**src/rtl/reg_window_decoder_pkg.sv**
```systemverilog
// Shared constants for the register-window decoder: region tags and FSM encodings.
package reg_dec_pkg;

  localparam logic [1:0] RD_TAG = 2'b11;
  localparam logic [1:0] RP_TAG = 2'b10;

  typedef enum logic [1:0] {
    ST_IDLE  = 2'd0,
    ST_SPILL = 2'd1,
    ST_FILL  = 2'd2
  } state_t;

endpackage

```
**src/rtl/reg_window_decoder_if.sv**
```systemverilog
// Spill/fill handshake between the window decoder (master) and the load/store unit (slave).
interface reg_window_decoder_if #(
  parameter int WPW = 2
);

  logic           spill_req_o;
  logic [WPW-1:0] spill_win_o;
  logic           spill_ack_i;
  logic           fill_req_o;
  logic [WPW-1:0] fill_win_o;
  logic           fill_ack_i;

  modport master (
    output spill_req_o, spill_win_o, fill_req_o, fill_win_o,
    input  spill_ack_i, fill_ack_i
  );

  modport slave (
    input  spill_req_o, spill_win_o, fill_req_o, fill_win_o,
    output spill_ack_i, fill_ack_i
  );

endinterface

```
**src/rtl/reg_field_expand.sv**
```systemverilog
// Builds one physical register address as {window, region tag, field}.
module reg_field_expand #(
  parameter int WPW  = 2,
  parameter int TAGW = 2,
  parameter int FW   = 2
) (
  input  logic [WPW-1:0]          win,
  input  logic [TAGW-1:0]         tag,
  input  logic [FW-1:0]           field,
  output logic [WPW+TAGW+FW-1:0]  addr
);

  assign addr = {win, tag, field};

endmodule

```
**src/rtl/reg_window_decoder.sv**
```systemverilog
// Expands packed Rd/Rp fields into windowed physical addresses and tracks the
// current window pointer across call/return, spilling/filling windows via the LSU.
module reg_window_decoder
  import reg_dec_pkg::*;
#(
  parameter int FW   = 2,
  parameter int NWIN = 4,
  parameter int TAGW = 2,
  parameter int DW   = 8,
  localparam int WPW = $clog2(NWIN),
  localparam int PAW = WPW + TAGW + FW
) (
  input  logic                 clk,
  input  logic                 rst_n,
  input  logic                 dec_valid_i,
  input  logic [2*FW-1:0]      r_i,
  output logic                 dec_valid_o,
  output logic [PAW-1:0]       rd_addr_o,
  output logic [PAW-1:0]       rp_addr_o,
  input  logic                 call_i,
  input  logic                 ret_i,
  output logic                 busy_o,
  reg_window_decoder_if.master lsu,
  output logic [DW-1:0]        depth_o,
  output logic                 underflow_o,
  output logic                 overflow_o
);

  localparam int RW = WPW + 1;
  localparam logic [RW-1:0]  RES_ONE   = RW'(1);
  localparam logic [RW-1:0]  RES_FULL  = RW'(NWIN);
  localparam logic [DW-1:0]  DEPTH_MAX = '1;
  localparam logic [WPW-1:0] WIN_ONE   = WPW'(1);

  state_t         state_reg, state_next;
  logic [WPW-1:0] cwp_reg, cwp_next;
  logic [RW-1:0]  resident_reg, resident_next;
  logic [DW-1:0]  depth_reg, depth_next;
  logic           ovf_reg, ovf_next;
  logic           unf_reg, unf_next;
  logic           dec_valid_reg;
  logic [PAW-1:0] rd_addr_reg, rp_addr_reg;

  // Index 0 expands Rd into the local region, index 1 expands Rp into the caller's window.
  logic [WPW-1:0]  win_sel   [2];
  logic [TAGW-1:0] tag_sel   [2];
  logic [FW-1:0]   field_sel [2];
  logic [PAW-1:0]  addr_sel  [2];

  assign win_sel[0]   = cwp_reg;
  assign win_sel[1]   = (depth_reg != '0) ? cwp_reg - WIN_ONE : cwp_reg;
  assign tag_sel[0]   = TAGW'(RD_TAG);
  assign tag_sel[1]   = TAGW'(RP_TAG);
  assign field_sel[0] = r_i[2*FW-1:FW];
  assign field_sel[1] = r_i[FW-1:0];

  generate
    for (genvar gi = 0; gi < 2; gi++) begin : g_expand
      reg_field_expand #(
        .WPW  (WPW),
        .TAGW (TAGW),
        .FW   (FW)
      ) u_expand (
        .win   (win_sel[gi]),
        .tag   (tag_sel[gi]),
        .field (field_sel[gi]),
        .addr  (addr_sel[gi])
      );
    end
  endgenerate

  always_ff @(posedge clk or negedge rst_n) begin
    if (!rst_n) begin
      state_reg     <= ST_IDLE;
      cwp_reg       <= '0;
      resident_reg  <= RES_ONE;
      depth_reg     <= '0;
      ovf_reg       <= 1'b0;
      unf_reg       <= 1'b0;
      dec_valid_reg <= 1'b0;
      rd_addr_reg   <= '0;
      rp_addr_reg   <= '0;
    end else begin
      state_reg     <= state_next;
      cwp_reg       <= cwp_next;
      resident_reg  <= resident_next;
      depth_reg     <= depth_next;
      ovf_reg       <= ovf_next;
      unf_reg       <= unf_next;
      dec_valid_reg <= dec_valid_i;
      rd_addr_reg   <= addr_sel[0];
      rp_addr_reg   <= addr_sel[1];
    end
  end

  always_comb begin
    state_next    = state_reg;
    cwp_next      = cwp_reg;
    resident_next = resident_reg;
    depth_next    = depth_reg;
    ovf_next      = ovf_reg;
    unf_next      = unf_reg;
    case (state_reg)
      ST_IDLE: begin
        if (call_i && !ret_i) begin
          if (depth_reg == DEPTH_MAX) begin
            ovf_next = 1'b1;
          end else if (resident_reg < RES_FULL) begin
            cwp_next      = cwp_reg + WIN_ONE;
            resident_next = resident_reg + RES_ONE;
            depth_next    = depth_reg + 1'b1;
          end else begin
            state_next = ST_SPILL;
          end
        end else if (ret_i && !call_i) begin
          if (depth_reg == '0) begin
            unf_next = 1'b1;
          end else if (resident_reg > RES_ONE) begin
            cwp_next      = cwp_reg - WIN_ONE;
            resident_next = resident_reg - RES_ONE;
            depth_next    = depth_reg - 1'b1;
          end else begin
            state_next = ST_FILL;
          end
        end
      end
      // Resident count is unchanged across a transfer: one window leaves as another enters.
      ST_SPILL: begin
        if (lsu.spill_ack_i) begin
          cwp_next   = cwp_reg + WIN_ONE;
          depth_next = depth_reg + 1'b1;
          state_next = ST_IDLE;
        end
      end
      ST_FILL: begin
        if (lsu.fill_ack_i) begin
          cwp_next   = cwp_reg - WIN_ONE;
          depth_next = depth_reg - 1'b1;
          state_next = ST_IDLE;
        end
      end
      default: state_next = ST_IDLE;
    endcase
  end

  always_comb begin
    busy_o          = 1'b0;
    lsu.spill_req_o = 1'b0;
    lsu.spill_win_o = '0;
    lsu.fill_req_o  = 1'b0;
    lsu.fill_win_o  = '0;
    case (state_reg)
      ST_SPILL: begin
        busy_o          = 1'b1;
        lsu.spill_req_o = 1'b1;
        lsu.spill_win_o = cwp_reg + WIN_ONE;
      end
      ST_FILL: begin
        busy_o         = 1'b1;
        lsu.fill_req_o = 1'b1;
        lsu.fill_win_o = cwp_reg - WIN_ONE;
      end
      default: ;
    endcase
  end

  assign dec_valid_o = dec_valid_reg;
  assign rd_addr_o   = rd_addr_reg;
  assign rp_addr_o   = rp_addr_reg;
  assign depth_o     = depth_reg;
  assign underflow_o = unf_reg;
  assign overflow_o  = ovf_reg;

endmodule

```
**src/flat_wrapper.sv**
```systemverilog
// flat-port wrapper written by rule: the top's interface ports become plain ports
module reg_window_decoder_flat import reg_dec_pkg::*;
#(
  parameter int FW   = 2,
  parameter int NWIN = 4,
  parameter int TAGW = 2,
  parameter int DW   = 8,
  localparam int WPW = $clog2(NWIN),
  localparam int PAW = WPW + TAGW + FW
)
  (clk, rst_n, dec_valid_i, r_i, dec_valid_o, rd_addr_o, rp_addr_o, call_i, ret_i, busy_o, depth_o, underflow_o, overflow_o, lsu_spill_req_o, lsu_spill_win_o, lsu_fill_req_o, lsu_fill_win_o, lsu_spill_ack_i, lsu_fill_ack_i);
  reg_window_decoder_if #(.WPW(2)) lsu_i ();
  input  logic clk;
  input  logic rst_n;
  input  logic dec_valid_i;
  input  logic [2*FW-1:0] r_i;
  output logic dec_valid_o;
  output logic [PAW-1:0] rd_addr_o;
  output logic [PAW-1:0] rp_addr_o;
  input  logic call_i;
  input  logic ret_i;
  output logic busy_o;
  output logic [DW-1:0] depth_o;
  output logic underflow_o;
  output logic overflow_o;
  output wire logic [$bits(lsu_i.spill_req_o)-1:0] lsu_spill_req_o;
  output wire logic [$bits(lsu_i.spill_win_o)-1:0] lsu_spill_win_o;
  output wire logic [$bits(lsu_i.fill_req_o)-1:0] lsu_fill_req_o;
  output wire logic [$bits(lsu_i.fill_win_o)-1:0] lsu_fill_win_o;
  input wire logic [$bits(lsu_i.spill_ack_i)-1:0] lsu_spill_ack_i;
  input wire logic [$bits(lsu_i.fill_ack_i)-1:0] lsu_fill_ack_i;
  assign lsu_spill_req_o = lsu_i.spill_req_o;
  assign lsu_spill_win_o = lsu_i.spill_win_o;
  assign lsu_fill_req_o = lsu_i.fill_req_o;
  assign lsu_fill_win_o = lsu_i.fill_win_o;
  assign lsu_i.spill_ack_i = lsu_spill_ack_i;
  assign lsu_i.fill_ack_i = lsu_fill_ack_i;
  reg_window_decoder #(.FW(FW), .NWIN(NWIN), .TAGW(TAGW), .DW(DW)) u_core (.clk(clk), .rst_n(rst_n), .dec_valid_i(dec_valid_i), .r_i(r_i), .dec_valid_o(dec_valid_o), .rd_addr_o(rd_addr_o), .rp_addr_o(rp_addr_o), .call_i(call_i), .ret_i(ret_i), .busy_o(busy_o), .lsu(lsu_i), .depth_o(depth_o), .underflow_o(underflow_o), .overflow_o(overflow_o));
endmodule
```
**config.mk**
```make
export PLATFORM = sky130hd
export DESIGN_NAME = reg_window_decoder_flat
export DESIGN_NICKNAME = d
export VERILOG_FILES = /design/src/rtl/reg_window_decoder_pkg.sv /design/src/rtl/reg_window_decoder_if.sv /design/src/rtl/reg_field_expand.sv /design/src/rtl/reg_window_decoder.sv /design/src/flat_wrapper.sv
export SDC_FILE = /design/constraint.sdc
export NUM_CORES = 1
export LEC_CHECK = 0
export BUFFER_PORTS_ARGS = -buffer_cell sky130_fd_sc_hd__buf_2
export CAP_MARGIN = 10
export CORE_MARGIN = 2
export CORE_UTILIZATION = 45
export DETAILED_ROUTE_END_ITERATION = 10
export PLACE_DENSITY = 0.78
export SLEW_MARGIN = 20
export SYNTH_ARGS = -nofsm -noshare
export SYNTH_HDL_FRONTEND = slang
export SYNTH_SLANG_ARGS = --single-unit
```
**constraint.sdc**
```tcl
create_clock -name clk -period 2.5 [get_ports clk]
set_input_delay 0.375 -clock clk [delete_from_list [all_inputs] [get_ports clk]]
set_output_delay 0.375 -clock clk [all_outputs]
set_load 0.05 [all_outputs]
```
; ---- Word-level counts from Yosys, hierarchy flattened
; Index checks and enable logic that the tools add are counted.
; W data, S select, Z words.
[word_totals]
regBits = 29
inputBits = 11
out_inout_bits = 30
word_cells = 88
[classes]
n_addsub = 6
n_lt_le_gt_ge = 2
eq_ne = 15
muxes = 39
bitwise_logic = 1
n_reduce_logical = 16
[op_table]
columns = cell, count
row1 = $mux W8, 8
row2 = $mux W2, 19
row3 = $pmux W8 S3, 1
row4 = $mux W3, 6
row5 = $pmux W2 S3, 2
row6 = $ne A3 B3 Y1 const B, 3
row7 = $add A8 B1 Y8 const B, 1
row8 = $eq A8 B8 Y1 const B, 1
row9 = $logic_not A8 Y1, 1
row10 = $ne A2 B2 Y1 const B, 4
row11 = $reduce_and A8 Y1, 1
row12 = $reduce_bool A8 Y1, 1
row13 = $sub A8 B1 Y8 const B, 1
row14 = $reduce_and A7 Y1, 1
row15 = $ne A3 B1 Y1 const B, 2
row16 = $ne A3 B2 Y1 const B, 2
row17 = $reduce_and A6 Y1, 1
row18 = $reduce_and A4 Y1, 1
row19 = $reduce_bool A2 Y1, 2
row20 = $add A3 B1 Y3 const B, 1
row21 = $gt A3 B1 Y1 const B, 1
row22 = $lt A3 B3 Y1 const B, 1
row23 = $mux W1, 3
row24 = $reduce_and A3 Y1, 1
row25 = 12 further kinds, 14

; ---- Longest topological paths before layout
; Gate-level depths: netlist of run 1.
[depth]
word_depth = 6
mapped_depth = 8
mapped_depth_nobuf = 7

; ---- Cells and area by module
; Synthesis of run 1 repeated with hierarchy kept, for this count alone.
[hier_totals]
hier_cells = 185
area_unflattened_um2 = 1834.3
[modules_own_cells]
columns = mod, instances, cells_per_inst, area_per_inst_um2, seq_area_each_um2
row1 = reg_window_decoder, 1, 173, 1744.2, 752.0
row2 = reg_field_expand, 2, 6, 45.0, 0.0

; ---- Least setup slack after synthesis of run 1
; Ideal clock, no wire load.
[synth_path]
path_type = flip-flop to flip-flop
start = reg u_core.depth_reg[0] (netlist: u_core.depth_o[0])
end = reg u_core.cwp_reg[1]
setup_ps = 125
arrival_time_ps = 2194
t_required_ps = 2375
setup_slack_ps = 181
stages_incl_launch_ff = 8
path_buffers = 1
synth_period_minus_slack_ps = 2319
cell_sequence = dfrtp_1 > ha_1 > nand4_1 > nor3_2 > a221oi_2 > and2_1 > buf_6 > mux2_4
[synth_via]
elab_chain_cells = 3
elab_cells_between_ends = 5
cone_classes = eq/ne (3) / reduce/logical (2)
[synth_lines]
columns = item, line
row1 = from (decl), reg_window_decoder.sv:38  ; logic [DW-1:0] depth_reg, depth_next;
row2 = from (signal assigned), reg_window_decoder.sv:87  ; depth_reg <= depth_next;
row3 = $eq A8 B8 Y1 / $logic_not A8 Y1 (equally long branches), "reg_window_decoder.sv:106, reg_window_decoder.sv:116"
row4 = $ne A3 B3 Y1 (no line) / $ne A3 B2 Y1 (equally long branches), --
row5 = $reduce_and A8 Y1 (no line) (*), --
row6 = to (signal assigned), reg_window_decoder.sv:85  ; cwp_reg <= cwp_next;
row7 = to (decl), reg_window_decoder.sv:36  ; logic [WPW-1:0] cwp_reg, cwp_next;
; Every way passes the cells marked *; elsewhere a longest branch is shown, timed or not.
; A chain may end at the register's enable or synchronous reset.

; ---- Worst setup path after layout of run 1
[layout_path]
start = reg u_core.depth_reg[0] (netlist: u_core.depth_o[0])
end = reg u_core.depth_reg[7] (netlist: u_core.depth_o[7])
[layout_via]
elab_chain_cells = 6
elab_cells_between_ends = 16
cone_classes = add/sub (2) / eq/ne (3) / mux (9) / reduce/logical (2)
[layout_lines]
columns = item, line
row1 = $sub A8 B1 Y8, "reg_window_decoder.sv:121, reg_window_decoder.sv:138"
row2 = $mux W8, reg_window_decoder.sv:118  ; end else if (resident_reg > RES_ONE) begin
row3 = $mux W8, reg_window_decoder.sv:116  ; if (depth_reg == '0) begin
row4 = $mux W8, reg_window_decoder.sv:115  ; end else if (ret_i && !call_i) begin
row5 = $mux W8, reg_window_decoder.sv:105  ; if (call_i && !ret_i) begin
row6 = $pmux W8 S3, reg_window_decoder.sv:103  ; case (state_reg)
; Parallel ways exist; a longest one is shown, timed or not. The select of a mux whose other input is x is not followed.

==> qor.txt, run 1 <==
M2 GR Usage -> 28.4%
P&R area growth vs syn -> 16.6%
status -> complete, no violations
reg2reg start -> u_core.depth_o[0]
Hold Vio Cnt, Final -> 0
worst slew pin tran -> 0.586 ns
Syn Nets -> 193
Pre-antenna DRT Iters -> 4
Tcrit/Tclk final -> 86.1%
fraction of registers with async set/reset -> 100%
DRT Wirelength -> 3.59 mm
postcts setup bufs -> 0
max-capacitance violation count -> 0
Syn. warnings -> 0
WP buf/inv -> 2
largest net degree at the start of global routing -> 28
Peak Freq -> 464 MHz
Top FF cell, synth -> dfrtp_1
vias per cell -> 5.43
post-DP HPWL -> 2.66 mm
RSZ-0062 raised after global routing -> false
r2r setup slk -> 0.35 ns
RR Endpoint -> u_core.depth_o[7]
CP Launch Type -> flop
IO Pins -> 41
H-tree depth -> 1
CTS Sinks -> 27
initial antenna violation count -> 0
worst hold slack -> 0.00888 ns
met3 Use GR -> 3.17%
DRT antenna net count -> 0
later-pin clock latency in the skew report -> 0.34 ns
Max Slew Vio Count -> 0
Clock transition at path regs -> 0.16 ns
initial core utilization -> 47.7%
CP Capture Type -> flop
delay-heaviest family, CP -> simple AND/OR/NAND/NOR gates
CP cell instances -> inv_1, ha_1, or3b_2, o21ai_1, a21oi_1, and2_1, buf_4, a41oi_1
first-pass GRT wire length -> 5.85 mm
crit path DAT -> 2.43 ns
CP max FO -> 6
Synth Area per Inst -> 9.58 um2
IO buf count -> 39
synthesized instance count -> 170
footprint of the multi-input gates -> 841 um2
distinct cell type count after synthesis -> 50
CTS Buf Count -> 3
Root Buffer Master -> clkbuf_4
Final Skew -> 0.00651 ns
Final GP Congestion -> 0.861
Slowest Stage Delay on Critical Path -> 0.49 ns
vias in the first global route -> 1239
Worst Hold Class -> input port to asynchronous set/reset pin
Die Span Y -> 64.1 um
WP depth -> 8
Die Width -> 64.1 um
Setup crit start -> u_core.depth_o[0]
Antenna Cells -> 0
number of flip-flops in the largest register -> 8
Reg2Reg Depth -> 8
crit path time final -> 2.15 ns
Longest Clk Path Bufs -> 2
DRC viols -> 0
Final Net Count -> 234
Iter 0 DRT Violations -> 148
CTS tree -> yes
Seq/Total Area, Yosys -> 41.6%
Crit-path slowest cell -> or3b_2
global routing's busiest layer -> met2
Die ar. -> 4110 um2
post_cts resized -> 0
Crit Path Class -> flop to flop
relative slew slack -> 60.9%
row cnt -> 21
Global Route Usage Sum -> 18.4%
Post-synth EDFFs -> 0
FF+latch count, synth -> 27
Storage cell area -> 677 um2
grt ovf -> 0
filler cell count -> 307
Fin Setup TNS -> 0 ns
met1 global-route usage -> 26.0%
CTS Hold Buffers Added -> 0
final setup violation count -> 0
total core area -> 3420 um2
post-DR wirelength/cell -> 14.0 um
Mapped Area -> 1630 um2
Worst EP required -> 2.77 ns
share of layout cells above drive strength 1 -> 29.5%
routed via count -> 1389
[layer usage]
layer	up-vias	share of wire [%]
li1	684	-
met1	647	47
met2	53	46
met3	5	6.3
met4	0	1.2
met5	-	0
[cell families after synthesis]
group	synth area share, %
adders and majority gates	9.22
buffers and inverters	6.76
muxes	3.46
other	0.461
AOI/OAI and AO/OA	20.4
and+or+nand+nor	14.8
xor gates and xnor gates	3.23
DFF	41.6
[metrics by stage]
stage / util (%) / area [um2] / std cells / worst slack, ns
after floorplan: - / 1630 / 170 / 0.181
after global placement: 54.7 / 1870 / 252 / 0.343
after detailed placement: 54.7 / 1870 / 252 / 0.281
after CTS: 55.6 / 1900 / 256 / 0.346
after global routing: 55.6 / 1900 / 256 / 0.193
final: 55.6 / 1900 / 256 / 0.347
[synth_stat cells, types with 2 or more instances]
cell type | count | area share (%)
or2_2 | 2 | 0.77
o21ai_0 | 5 | 1.5
mux2i_1 | 3 | 1.8
clkbuf_1 | 4 | 0.92
xor2_1 | 2 | 1.1
conb_1 | 2 | 0.46
dfrtp_1 | 26 | 40
o22ai_1 | 5 | 1.9
buf_4 | 3 | 1.4
nand2_1 | 13 | 3.0
nor2_1 | 14 | 3.2
nand3b_1 | 2 | 0.92
a31oi_1 | 10 | 3.8
nand3_1 | 5 | 1.5
a22o_1 | 2 | 1.1
a21oi_1 | 6 | 1.8
a31o_2 | 2 | 1.1
buf_6 | 2 | 1.4
xnor2_1 | 4 | 2.2
nor4_1 | 2 | 0.77
o21ai_1 | 2 | 0.61
ha_1 | 12 | 9.2
and2_1 | 2 | 0.77
a21o_1 | 3 | 1.4
inv_1 | 12 | 2.8
[worst max path at each step]
| stage | to | slack, ns |
|---|---|---|
| global route | u_core.depth_o[7] | 0.19 |
| detailed placement | u_core.cwp_reg[1] | 0.28 |
| CTS | u_core.depth_o[7] | 0.35 |
| global placement | u_core.cwp_reg[1] | 0.34 |
| floorplan | u_core.cwp_reg[1] | 0.18 |
| finish | u_core.depth_o[7] | 0.35 |
[layout by cell type (no fill, tap or decap), types with 3 or more instances in the layout]
cell / Yosys / routed
a21o_1: 3 / 3
a21oi_1: 6 / 6
a31oi_1: 10 / 10
buf_2: 1 / 39
buf_4: 3 / 7
clkbuf_4: 0 / 3
dfrtp_1: 26 / 26
ha_1: 12 / 12
inv_1: 12 / 12
mux2i_1: 3 / 3
nand2_1: 13 / 13
nand3_1: 5 / 5
nor2_1: 14 / 14
o21ai_0: 5 / 5
o22ai_1: 5 / 5
xnor2_1: 4 / 4
[worst register-to-register path: cells and delay by family (launching register included)]
kind	cells	cell delay [ns]
fa+ha+maj	1	0.16
simple gates	2	0.73
flops	1	0.45
compound gates	3	0.42
buf+inv	2	0.33
[layout make-up]
type	instances	share of cell area (%)
timing repair buffer	46	13.1
tap	46	3.03
clock buffer	3	1.19
sequential	27	35.7
multi-input combinational	121	44.3
clock inverter	1	0.396
inverter	12	2.37
Power of run 1 is not shown: default switching activity piles up to over one toggle a cycle in this logic, so the estimate is an artifact.
==> inputs of run 2 (changes only) <==
--- a/config.mk
+++ b/config.mk
@@ -10,6 +10,7 @@
 export CORE_MARGIN = 2
 export CORE_UTILIZATION = 45
 export DETAILED_ROUTE_END_ITERATION = 10
+export GPL_TIMING_DRIVEN = 0
 export PLACE_DENSITY = 0.78
 export SLEW_MARGIN = 20
 export SYNTH_ARGS = -nofsm -noshare
==> qor.txt, run 2 (synthesis gave the netlist of run 1 again) <==
CP cell instances -> inv_1, ha_1, o21ba_2, nor2_1, a221oi_4, and2_1, buf_6, mux2_4
IO Pins -> 41
Final WS setup -> 0.252 ns
post-DR wirelength/cell -> 13.6 um
Final GP Congestion -> 0.905
post-DP HPWL -> 2.58 mm
CTS Buf Count -> 3
Peak Freq -> 445 MHz
filler cell count -> 320
vias per cell -> 5.51
Final Skew -> 0.00797 ns
RSZ-0062 raised after global routing -> false
Fin Setup TNS -> 0 ns
footprint of the multi-input gates -> 860 um2
relative slew slack -> 49.2%
postcts setup bufs -> 0
grt ovf -> 0
Die ar. -> 4110 um2
Hold Vio Cnt, Final -> 0
Iter 0 DRT Violations -> 90
Die Width -> 64.1 um
routed via count -> 1427
H-tree depth -> 1
Post-Place Cell Area -> 1880 um2
Worst EP required -> 2.75 ns
Tcrit/Tclk final -> 89.9%
initial core utilization -> 47.7%
Final Net Count -> 237
Antenna Cells -> 0
Worst Hold Class -> input port to asynchronous set/reset pin
Crit Path Class -> flop to flop
max-capacitance violation count -> 0
number of flip-flops in the largest register -> 8
Crit-path slowest cell -> dfrtp_1
final non-filler cell area -> 1930 um2
share of layout cells above drive strength 1 -> 29.6%
Global Route Usage Sum -> 18.0%
CP Launch Type -> flop
DRT antenna net count -> 0
status -> complete, no violations
P&R area growth vs syn -> 18.5%
final setup violation count -> 0
row cnt -> 21
CTS tree -> yes
Max Slew Vio Count -> 0
Longest Clk Path Bufs -> 2
DRT Wirelength -> 3.53 mm
pre-CTS setup slack -> 0.0851 ns
first-pass GRT wire length -> 5.82 mm
worst slew pin tran -> 0.752 ns
crit path time final -> 2.25 ns
most common cell after layout, fill and taps aside -> buf_2
Storage cell area -> 677 um2
largest net degree at the start of global routing -> 28
CP Capture Type -> flop
Clock transition at path regs -> 0.16 ns
CTS Sinks -> 27
IO buf count -> 39
DRC viols -> 0
vias in the first global route -> 1299
Slowest Stage Delay on Critical Path -> 0.46 ns
Die Span Y -> 64.1 um
initial antenna violation count -> 0
Root Buffer Master -> clkbuf_4
crit path DAT -> 2.50 ns
later-pin clock latency in the skew report -> 0.34 ns
total core area -> 3420 um2
CTS Hold Buffers Added -> 0
commonest non-fill, non-tap cells in the layout -> 40 x buf_2, 26 x dfrtp_1, 14 x nor2_1, 13 x nand2_1
Pre-antenna DRT Iters -> 4
CP max FO -> 10
run 2: worst paths after layout:
kind                                   startpoint                      to  slack [ns]  cells past startpoint
setup reg to reg           u_core.resident_reg[1]       u_core.cwp_reg[1]        0.25                      8
hold reg to reg                 u_core.cwp_reg[0]     u_core.rd_addr_o[4]        0.40                      0
setup / recovery           u_core.resident_reg[1]       u_core.cwp_reg[1]        0.25                      8
max in group asynchronous                   rst_n  u_core.resident_reg[0]        2.11                      1
hold / removal                              rst_n     u_core.rp_addr_o[1]      0.0007                      1
min in group clk                           r_i[3]     u_core.rd_addr_o[1]        0.12                      1
run 2: routing by layer:
metal	vias to the layer above	share of wire, %	wire length [um]	global-route usage, %
met3	5	5.9	210	3.17
met2	58	46	1640	28.5
li1	689	-	-	-
met1	675	47	1650	24.7
met4	0	0.96	34	6.12
met5	-	0	0	0
run 2: critical path: cells and delay by family (launching register included):
| kind | cells | cell delay (ns) |
|---|---|---|
| compound gates | 2 | 0.71 |
| flops | 1 | 0.46 |
| mux | 1 | 0.30 |
| simple gates | 2 | 0.29 |
| buf+inv | 2 | 0.23 |
| fa+ha+maj | 1 | 0.18 |
run 2: per-stage QoR:
| step | hold WS, ns | util, % | cells |
|---|---|---|---|
| 2_1_floorplan | 0.0794 | - | 170 |
| 3_3_place_gp | 0.354 | 55.1 | 255 |
| 3_5_place_dp | 0.372 | 55.1 | 255 |
| 4_1_cts | 0.0381 | 55.9 | 259 |
| 5_1_grt | 0.0253 | 56.5 | 259 |
| 6_report | 0.000716 | 56.5 | 259 |
run 2: repair_timing:
item                                    CTS  global route
hold endpoints to repair                  0             0
endpoints found under the setup margin    0             2
resized for setup                         0             3
run 2: final cells by class:
type,instances,area share [%]
multi-input combinational,121,44.6
sequential,27,35.1
timing repair buffer,39,10.1
buffer,10,3.37
tap,46,2.98
inverter,12,2.33
clock buffer,3,1.17
clock inverter,1,0.389
Power of run 2 is left out for the same reason.
